`src/rtl/clk_pkg.sv`:
```
// Shared clocking constants and helpers for the divider slice.
// Board and video rates live here so every consumer derives ratios the same way.
package clk_pkg;

    localparam longint unsigned NEXYS4_CLK_HZ = 100_000_000;
    localparam longint unsigned VGA_PIX_HZ    = 25_000_000;

    // How a channel behaves for a given active ratio.
    typedef enum logic [1:0] {
        MODE_OFF  = 2'd0,
        MODE_TICK = 2'd1,
        MODE_DIV  = 2'd2
    } chan_mode_e;

    // Nearest-integer divide ratio from source to destination frequency; 0 disables.
    function automatic int unsigned div_ratio(
        input longint unsigned src_hz,
        input longint unsigned dst_hz
    );
        longint unsigned q;
        if (dst_hz == 0) begin
            return 0;
        end
        q = (src_hz + (dst_hz >> 1)) / dst_hz;
        return 32'(q);
    endfunction

    function automatic chan_mode_e ratio_mode(input int unsigned n);
        if (n == 0) begin
            return MODE_OFF;
        end
        if (n == 1) begin
            return MODE_TICK;
        end
        return MODE_DIV;
    endfunction

    localparam int unsigned VGA_DIV = div_ratio(NEXYS4_CLK_HZ, VGA_PIX_HZ);

endpackage

```
`src/rtl/clk_div_chan.sv`:
```
// One divider channel: period counter, shadow ratio with boundary reload,
// and registered divided clock / clock-enable outputs.
module clk_div_chan
    import clk_pkg::*;
#(
    parameter int CNT_W       = 8,
    parameter int DEFAULT_DIV = 4
) (
    input  logic             clk_in,
    input  logic             rst,
    input  logic             div_load,
    input  logic [CNT_W-1:0] div_in,
    input  logic             sync_restart,
    output logic             clk_out,
    output logic             ce_out,
    output logic             pending
);

    localparam logic [CNT_W-1:0] DEF_N   = CNT_W'(DEFAULT_DIV);
    localparam logic [CNT_W-1:0] DEF_CNT = (DEFAULT_DIV == 0) ? '0 : CNT_W'(DEFAULT_DIV - 1);

    logic [CNT_W-1:0] cnt_reg, cnt_next;
    logic [CNT_W-1:0] n_reg, n_next;
    logic [CNT_W-1:0] shadow_reg, shadow_next;
    logic             pending_reg, pending_next;
    logic             clk_reg, clk_next;
    logic             ce_reg, ce_next;

    logic             at_last;
    logic             wrap;
    logic [CNT_W-1:0] hi;

    always_comb begin
        shadow_next  = div_load ? div_in : shadow_reg;
        at_last      = (n_reg != '0) && (cnt_reg == (n_reg - CNT_W'(1)));
        // A disabled channel has no period boundary, so a load starts it at once.
        wrap         = sync_restart || at_last || ((n_reg == '0) && (div_load || pending_reg));
        n_next       = wrap ? shadow_next : n_reg;
        pending_next = wrap ? 1'b0 : (pending_reg | div_load);
        cnt_next     = (wrap || (n_reg == '0)) ? '0 : (cnt_reg + CNT_W'(1));
        hi           = n_next >> 1;

        clk_next = 1'b0;
        ce_next  = 1'b0;
        case (ratio_mode(32'(n_next)))
            MODE_TICK: begin
                ce_next = 1'b1;
            end
            MODE_DIV: begin
                clk_next = (cnt_next < hi);
                ce_next  = (cnt_next == '0);
            end
            default: begin
                clk_next = 1'b0;
                ce_next  = 1'b0;
            end
        endcase
    end

    always_ff @(posedge clk_in or posedge rst) begin
        if (rst) begin
            cnt_reg     <= DEF_CNT;
            n_reg       <= DEF_N;
            shadow_reg  <= DEF_N;
            pending_reg <= 1'b0;
            clk_reg     <= 1'b0;
            ce_reg      <= 1'b0;
        end else begin
            cnt_reg     <= cnt_next;
            n_reg       <= n_next;
            shadow_reg  <= shadow_next;
            pending_reg <= pending_next;
            clk_reg     <= clk_next;
            ce_reg      <= ce_next;
        end
    end

    assign clk_out = clk_reg;
    assign ce_out  = ce_reg;
    assign pending = pending_reg;

endmodule

```
`src/rtl/clk_div_multi.sv`:
```
// Multi-channel programmable clock divider / clock-enable generator.
// Each channel takes its own slice of div_in and shares the restart strobe.
module clk_div_multi
    import clk_pkg::*;
#(
    parameter int NUM_CH      = 2,
    parameter int CNT_W       = 8,
    parameter int DEFAULT_DIV = VGA_DIV
) (
    input  logic                    clk_in,
    input  logic                    rst,
    input  logic [NUM_CH-1:0]       div_load,
    input  logic [NUM_CH*CNT_W-1:0] div_in,
    input  logic                    sync_restart,
    output logic [NUM_CH-1:0]       clk_out,
    output logic [NUM_CH-1:0]       ce_out,
    output logic [NUM_CH-1:0]       pending
);

    genvar gi;
    generate
        for (gi = 0; gi < NUM_CH; gi = gi + 1) begin : g_chan
            clk_div_chan #(
                .CNT_W       (CNT_W),
                .DEFAULT_DIV (DEFAULT_DIV)
            ) u_chan (
                .clk_in       (clk_in),
                .rst          (rst),
                .div_load     (div_load[gi]),
                .div_in       (div_in[gi*CNT_W +: CNT_W]),
                .sync_restart (sync_restart),
                .clk_out      (clk_out[gi]),
                .ce_out       (ce_out[gi]),
                .pending      (pending[gi])
            );
        end
    endgenerate

endmodule

```
`config.mk`:
```
export PLATFORM = sky130hd
export DESIGN_NAME = clk_div_multi
export DESIGN_NICKNAME = d
export VERILOG_FILES = /design/src/rtl/clk_pkg.sv /design/src/rtl/clk_div_chan.sv /design/src/rtl/clk_div_multi.sv
export SDC_FILE = /design/constraint.sdc
export NUM_CORES = 1
export LEC_CHECK = 0
export CAP_MARGIN = 40
export CORE_UTILIZATION = 58
export DETAILED_ROUTE_END_ITERATION = 8
export PLACE_DENSITY = 0.81
export SYNTH_ARGS = -nofsm -noshare
export SYNTH_HDL_FRONTEND = slang
export SYNTH_SLANG_ARGS = --single-unit
```
`constraint.sdc`:
```
create_clock -name clk_in -period 3.57 [get_ports clk_in]
set_input_delay 1.071 -clock clk_in [delete_from_list [all_inputs] [get_ports clk_in]]
set_output_delay 1.071 -clock clk_in [all_outputs]
set_load 0.1 [all_outputs]
```
==> out/summary.txt, run 1 <==
mux share of post-synthesis cell area = 0.1118
Port Buf Inserts = 26
Crit Path Class = primary input to register
Synth Register Bits = 54
Mapped Nets = 359
Final nets = 406
Syn Inst Count = 320
clk_lat worst skew = 0.30 ns
Core Box Area = 0.005540 mm^2
number of max-cap violations = 0
Fill cells = 398
Synth Cell Area = 0.003346 mm^2
status = finished, final reports clean
Clock power frac = 0.210
Critical Path RT = 3.82 ns
Worst Skew = 0.007471 ns
Multi-input gate area = 0.001831 mm^2
cell taking the most area after synthesis = dfrtp_1
via/cell ratio = 5.925
Yosys Warn Count = 0
Detailed Route Iter0 Violations = 215
GP Congestion = 0.8887
Mean Syn Cell Area = 10.46 um^2
first-pass GRT wire length = 12,780 um
die height = 77.95 um
grt ovf = 0
Die Width = 77.95 um
top-count cell post-synth = dfrtp_1
Distinct cells, synth = 64
Fin Hold WS = 0.5202 ns
Leakage = 0.001782 uW
top-area cell type share of the netlist area = 0.3441
simple-gate area share of the yosys netlist = 0.1784
area grow syn2layout = 16.94%
wire per inst = 17.47 um
final hold vios = 0
Tmin final = 3.411 ns
Seq pwr share = 0.487
CP Launch Type = primary input
async set-reset flop share out of synthesis = 1.000
Max-slew headroom = 0.6593
share of layout cells above drive strength 1 = 0.2527
initial antenna violation count = 0
TritonRoute pass-1 iters = 4
part of the power in combinational logic = 0.303
worst hold path stage count = 1
fmax = 0.2932 GHz
Hold/Removal Path Class = register to register
# resized after CTS = 0
Hold Buf Count CTS = 0
prevailing post-synth register cell = dfrtp_1
Ant. Diodes = 0
Tightest Pin Transition = 0.5064 ns
largest net degree at the start of global routing = 21
EDFF count, synth = 0
number of CTS-inserted buffers = 5
post-detail-place hpwl = 6090 um
die area = 0.006076 mm^2
P_sw = 514.3 uW
Final Max Tran Viols = 0
CTS tree = done
Max rail drop VDD = 0.0002142 V
Post-Synth Adder-Cell Area = 0.07031
H-tree depth = 2
Reg2Reg Depth = 16
Post-Route WL = 7686 um
Reg clk slew, reported paths = 0.09 ns
clk buf depth = 2
final setup vio count = 0
gr usage total = 0.2750
final period utilization = 0.9554
CP arrival = 3.66 ns
sequential cell area = 0.001363 mm^2
Post-CTS Setup Inserts = 0
row cnt = 27
CTS sink count = 54
Root Buffer Master = clkbuf_8
RSZ-0062 raised after global routing = true
Synth Area in XOR/XNOR = 0.08302
crit path max fanout = 4
routed vias = 2,607
compound-cell area share of the yosys netlist = 0.09648
Net Sw Frac = 0.3334
Top Ports = 27
leading cell types by total area after synthesis = dfrtp_1, ha_1, dfstp_2
commonest cells in the netlist = dfrtp_1, nor2_1, inv_1
sequential area share after synthesis = 0.4069
DRC = 0
TNS Setup = 0 ns
internal power = 1028 uW
power density over the cells = 394.3 mW/mm^2
critical path endpoint category = register
Finished Core Util = 0.7062
largest family of logic cells by synthesized area = simple AND/OR/NAND/NOR gates
Initial Util = 0.6039
vias in the first global route = 2,617
Final ANT Viol Nets = 0
## per-stage QoR
step,worst slack (ns),std cells,total power (uW),area (um^2)
after detailed placement,-0.2778,432,1212,3807
after global routing,-0.009852,440,1624,3913
after floorplan,0.2003,320,1072,3346
after global placement,-0.07969,432,1193,3807
after CTS,0.05925,440,1538,3887
final,0.1592,440,1543,3913
## cell type report
cell class	instances	share of cell area
Tap cell	72	0.02303
Inverter	19	0.01823
Multi-Input combinational cell	230	0.4679
Sequential cell	54	0.3483
Timing Repair Buffer	57	0.1222
Clock buffer	8	0.02047
## path summary, 6_finish.rpt
| path | start | endpoint | slack [ns] |
|---|---|---|---|
| worst min register to register | g_chan[0].u_chan.shadow_reg[0] | g_chan[0].u_chan.shadow_reg[0] | 0.52 |
| max in group asynchronous | rst | g_chan[0].u_chan.shadow_reg[2] | 1.86 |
| worst min-delay path | g_chan[0].u_chan.shadow_reg[0] | g_chan[0].u_chan.shadow_reg[0] | 0.52 |
| min in group asynchronous | rst | g_chan[1].u_chan.cnt_reg[7] | 1.05 |
| worst max register to register | g_chan[0].u_chan.n_reg[0] | g_chan[0].u_chan.clk_out | 0.17 |
| worst max-delay path | div_load[1] | g_chan[1].u_chan.clk_out | 0.16 |
## kinds of logic after synthesis
| group | count (synthesis) |
|---|---|
| and+or+nand+nor | 103 |
| DFF | 54 |
| AOI/OAI and AO/OA | 43 |
| buffers and inverters | 36 |
| muxes | 35 |
| xor gates and xnor gates | 30 |
| adders and majority gates | 19 |
## per-layer routing
metal | vias up | global-route usage | wire, um
li1 | 1231 | - | -
met1 | 1281 | 0.3819 | 3581
met2 | 76 | 0.4319 | 3499
met3 | 19 | 0.05176 | 427
met4 | 0 | 0.09444 | 178
met5 | - | 0 | 0
## power by group through the flow
stage	registers [uW]	clock network, uW	logic, uW
CTS	747	335	456
finish	751	325	467
global route	761	356	508
global placement	756	0	436
detailed placement	759	0	453
floorplan	734	0	339
## cells in the final DEF (no fill, tap or decap), drive strengths merged, types with 4 or more instances in the layout
cell	instances
clkbuf	8
or3	5
dfrtp	46
a211oi	4
nor4	8
nand2	11
xnor2	14
ha	18
xor2	15
clkdlybuf4s50	20
mux2	19
mux2i	16
a21oi	9
buf	37
o21ai	6
and3	10
nor2	31
nor3	4
nor2b	4
inv	19
nand4	4
nand3	7
dfstp	8
## worst max-delay path, cell delays in order
cell	delay, ns
clkdlybuf4s50_1	0.42
or2_2	0.31
a21oi_2	0.21
o21ai_4	0.11
buf_4	0.17
mux2i_1	0.23
ha_1	0.30
o21a_1	0.13
o2111ai_2	0.21
o21ai_0	0.12
a31oi_1	0.22
o211a_1	0.17
Power figures use the tool's default switching activity.
==> run 2: changes to the inputs <==
Settings changed: REMOVE_ABC_BUFFERS from default to 1.
==> run 2 against run 1 <==
Net effect: global-route usage about the same; sequential power about the same; critical path depth up 1; count of clock-buffer cells in the layout down 1; largest cell class unchanged; power up 1.8%; largest power group unchanged; wire length down 2.1%; sequential share of layout area down 0.18 points; highest routed layer unchanged; worst hold slack worse by 0.011 ns; clock power up 9.8%; core utilization up 0.36 points; via count up 1.1%.
==> out/summary.txt, run 2 (synthesis results as in run 1) <==
Place WS = -0.1562 ns (+0.1215 ns)
largest net degree at the start of global routing = 24 (+14%)
met1 global-route usage = 0.3016 (-0.08026)
CP Depth = 13 (+1)
Critical Path Source = g_chan[0].u_chan.n_reg[2]
Core Box Area = 0.005540 mm^2 (unchanged)
Initial Util = 0.6039 (unchanged)
CP arrival = 3.72 ns (+0.06 ns)
Leakage = 0.001799 uW (+0.97%)
met2 Use GR = 0.5000 (+0.06814)
Finished Cell Area = 0.003933 mm^2 (+0.51%)
Critical Path RT = 3.83 ns (about the same)
Hold/Removal Path Class = register to register
fmax = 0.2888 GHz (-1.5%)
critical path endpoint category = register
post-detail-place hpwl = 5806 um (-4.7%)
worst reg2reg path endpoint = g_chan[0].u_chan.clk_out
wire per inst = 17.03 um (-2.5%)
Tightest Pin Transition = 0.5560 ns (+0.04957 ns)
Worst R2R Start = g_chan[0].u_chan.n_reg[2]
GP Congestion = 0.8610 (-3.1%)
Detailed Route Iter0 Violations = 98 (-54%)
Final ANT Viol Nets = 0 (unchanged)
number of max-cap violations = 0 (unchanged)
Reg2Reg Depth = 13 (-3)
TNS Setup = 0 ns (unchanged)
Port Buf Inserts = 26 (unchanged)
Top Ports = 27 (unchanged)
via/cell ratio = 5.962 (+0.62%)
Die Width = 77.95 um (unchanged)
delay-heaviest family, CP = simple AND/OR/NAND/NOR gates
die area = 0.006076 mm^2 (unchanged)
routed vias = 2,635 (+1.1%)
die height = 77.95 um (unchanged)
busiest metal layer after global routing = met2
final hold vios = 0 (unchanged)
TritonRoute pass-1 iters = 4 (unchanged)
Finished Core Util = 0.7098 (+0.003613)
post-layout worst setup margin = 0.1072 ns (-0.05204 ns)
grt ovf = 0 (unchanged)
CTS tree = done
CTS sink count = 54 (unchanged)
Placed Area = 0.003800 mm^2 (-0.20%)
final period utilization = 0.9700 (+0.01458)
Worst Setup EP = g_chan[0].u_chan.clk_out
share of layout cells above drive strength 1 = 0.2568 (+0.004039)
Post-Route WL = 7526 um (-2.1%)
status = finished, final reports clean
Crit Path Class = register to register
Tmin final = 3.463 ns (+0.05204 ns)
clk buf depth = 2 (unchanged)
Max-slew headroom = 0.6259 (-0.03335)
Worst Skew = 0.01341 ns (+0.005935 ns)
leading cell types in the layout, fill and taps excluded = dfrtp_1, buf_4, nor2_1
H-tree depth = 2 (unchanged)
Reg clk slew, reported paths = 0.10 ns (about the same)
cell mode on critical path = a21o_1
number of CTS-inserted buffers = 5 (unchanged)
Final Max Tran Viols = 0 (unchanged)
WP buf/inv = 0 (-2)
max incr delay on CP = 0.57 ns (+0.15 ns)
reg2reg setup slack = 0.11 ns (-0.06 ns)
Root Buffer Master = clkbuf_8
final setup vio count = 0 (unchanged)
vias in the first global route = 2,762 (+5.5%)
first-pass GRT wire length = 12,880 um (+0.76%)
row cnt = 27 (unchanged)
grt met3 use = 0.04941 (-0.002353)
DRC = 0 (unchanged)
Max stage delay cell, worst path = or4b_4
area grow syn2layout = 17.54%
Ant. Diodes = 0 (unchanged)
initial antenna violation count = 0 (unchanged)
Fin Hold WS = 0.5089 ns (-0.01124 ns)
crit path max fanout = 8 (+4)
Max rail drop VDD = 0.0002521 V (+18%)
crit-path cells = or3_4 > or4b_4 > o21ai_2 > a2111o_1 > and2_4 > mux2i_1 > ha_1 > a21o_1 > a21o_1 > a21oi_1 > nor2_1 > a211oi_2 > and4b_1
power density over the cells = 399.5 mW/mm^2 (+1.3%)
gr usage total = 0.2754 (+0.0004375)
CP Launch Type = register
Final nets = 408 (+0.49%)
most common cell after layout, fill and taps aside = dfrtp_1
clk_lat worst skew = 0.31 ns (about the same)
[run 2: timing repair]
item	in CTS	in global routing
setup buffers	0	3
resized for setup	0	5
endpoints found under the setup margin	0	2
hold buffers	0	0
[run 2: through the flow]
stage / cells / power (uW)
final: 442 / 1571
after global routing: 442 / 1657
after CTS: 439 / 1570
after detailed placement: 431 / 1213
after global placement: 431 / 1194
after floorplan: 303 / 1050
[run 2: area by class of cell]
type / count / area, um^2
fillers: 422 / 1608
clock inverters: 1 / 5.005
clock buffers: 7 / 86.33
repair buffers: 59 / 493.0
flip-flops and latches: 54 / 1363
inverters: 19 / 71.32
multi-input cells: 230 / 1824
well taps: 72 / 90.09
[run 2: power breakdown]
group          switching [uW]  internal [uW]  total (uW)  leakage (uW)
combinational             256            210         466       0.00111
sequential               67.1            681         749      0.000642
clock                     200            157         357     0.0000482
[run 2: how the worst min path moves through the flow]
stage,from,to,cells past startpoint,slack [ns]
6_report,g_chan[0].u_chan.shadow_reg[0],g_chan[0].u_chan.shadow_reg[0],1,0.51
5_1_grt,g_chan[0].u_chan.shadow_reg[0],g_chan[0].u_chan.shadow_reg[0],1,0.52
4_1_cts,g_chan[0].u_chan.shadow_reg[0],g_chan[0].u_chan.shadow_reg[0],1,0.51
3_5_place_dp,g_chan[0].u_chan.shadow_reg[0],g_chan[0].u_chan.shadow_reg[0],1,0.49
3_3_place_gp,g_chan[0].u_chan.shadow_reg[0],g_chan[0].u_chan.shadow_reg[0],1,0.49
2_1_floorplan,g_chan[0].u_chan.shadow_reg[0],g_chan[0].u_chan.shadow_reg[0],1,0.47
[run 2: metal layers]
metal  part of all wire  wire [um]  up-vias
met3              0.039        294       28
met1               0.39       2964     1287
met5                  0          0        -
met2               0.53       3956       80
li1                   -          -     1240
met4              0.041        311        0
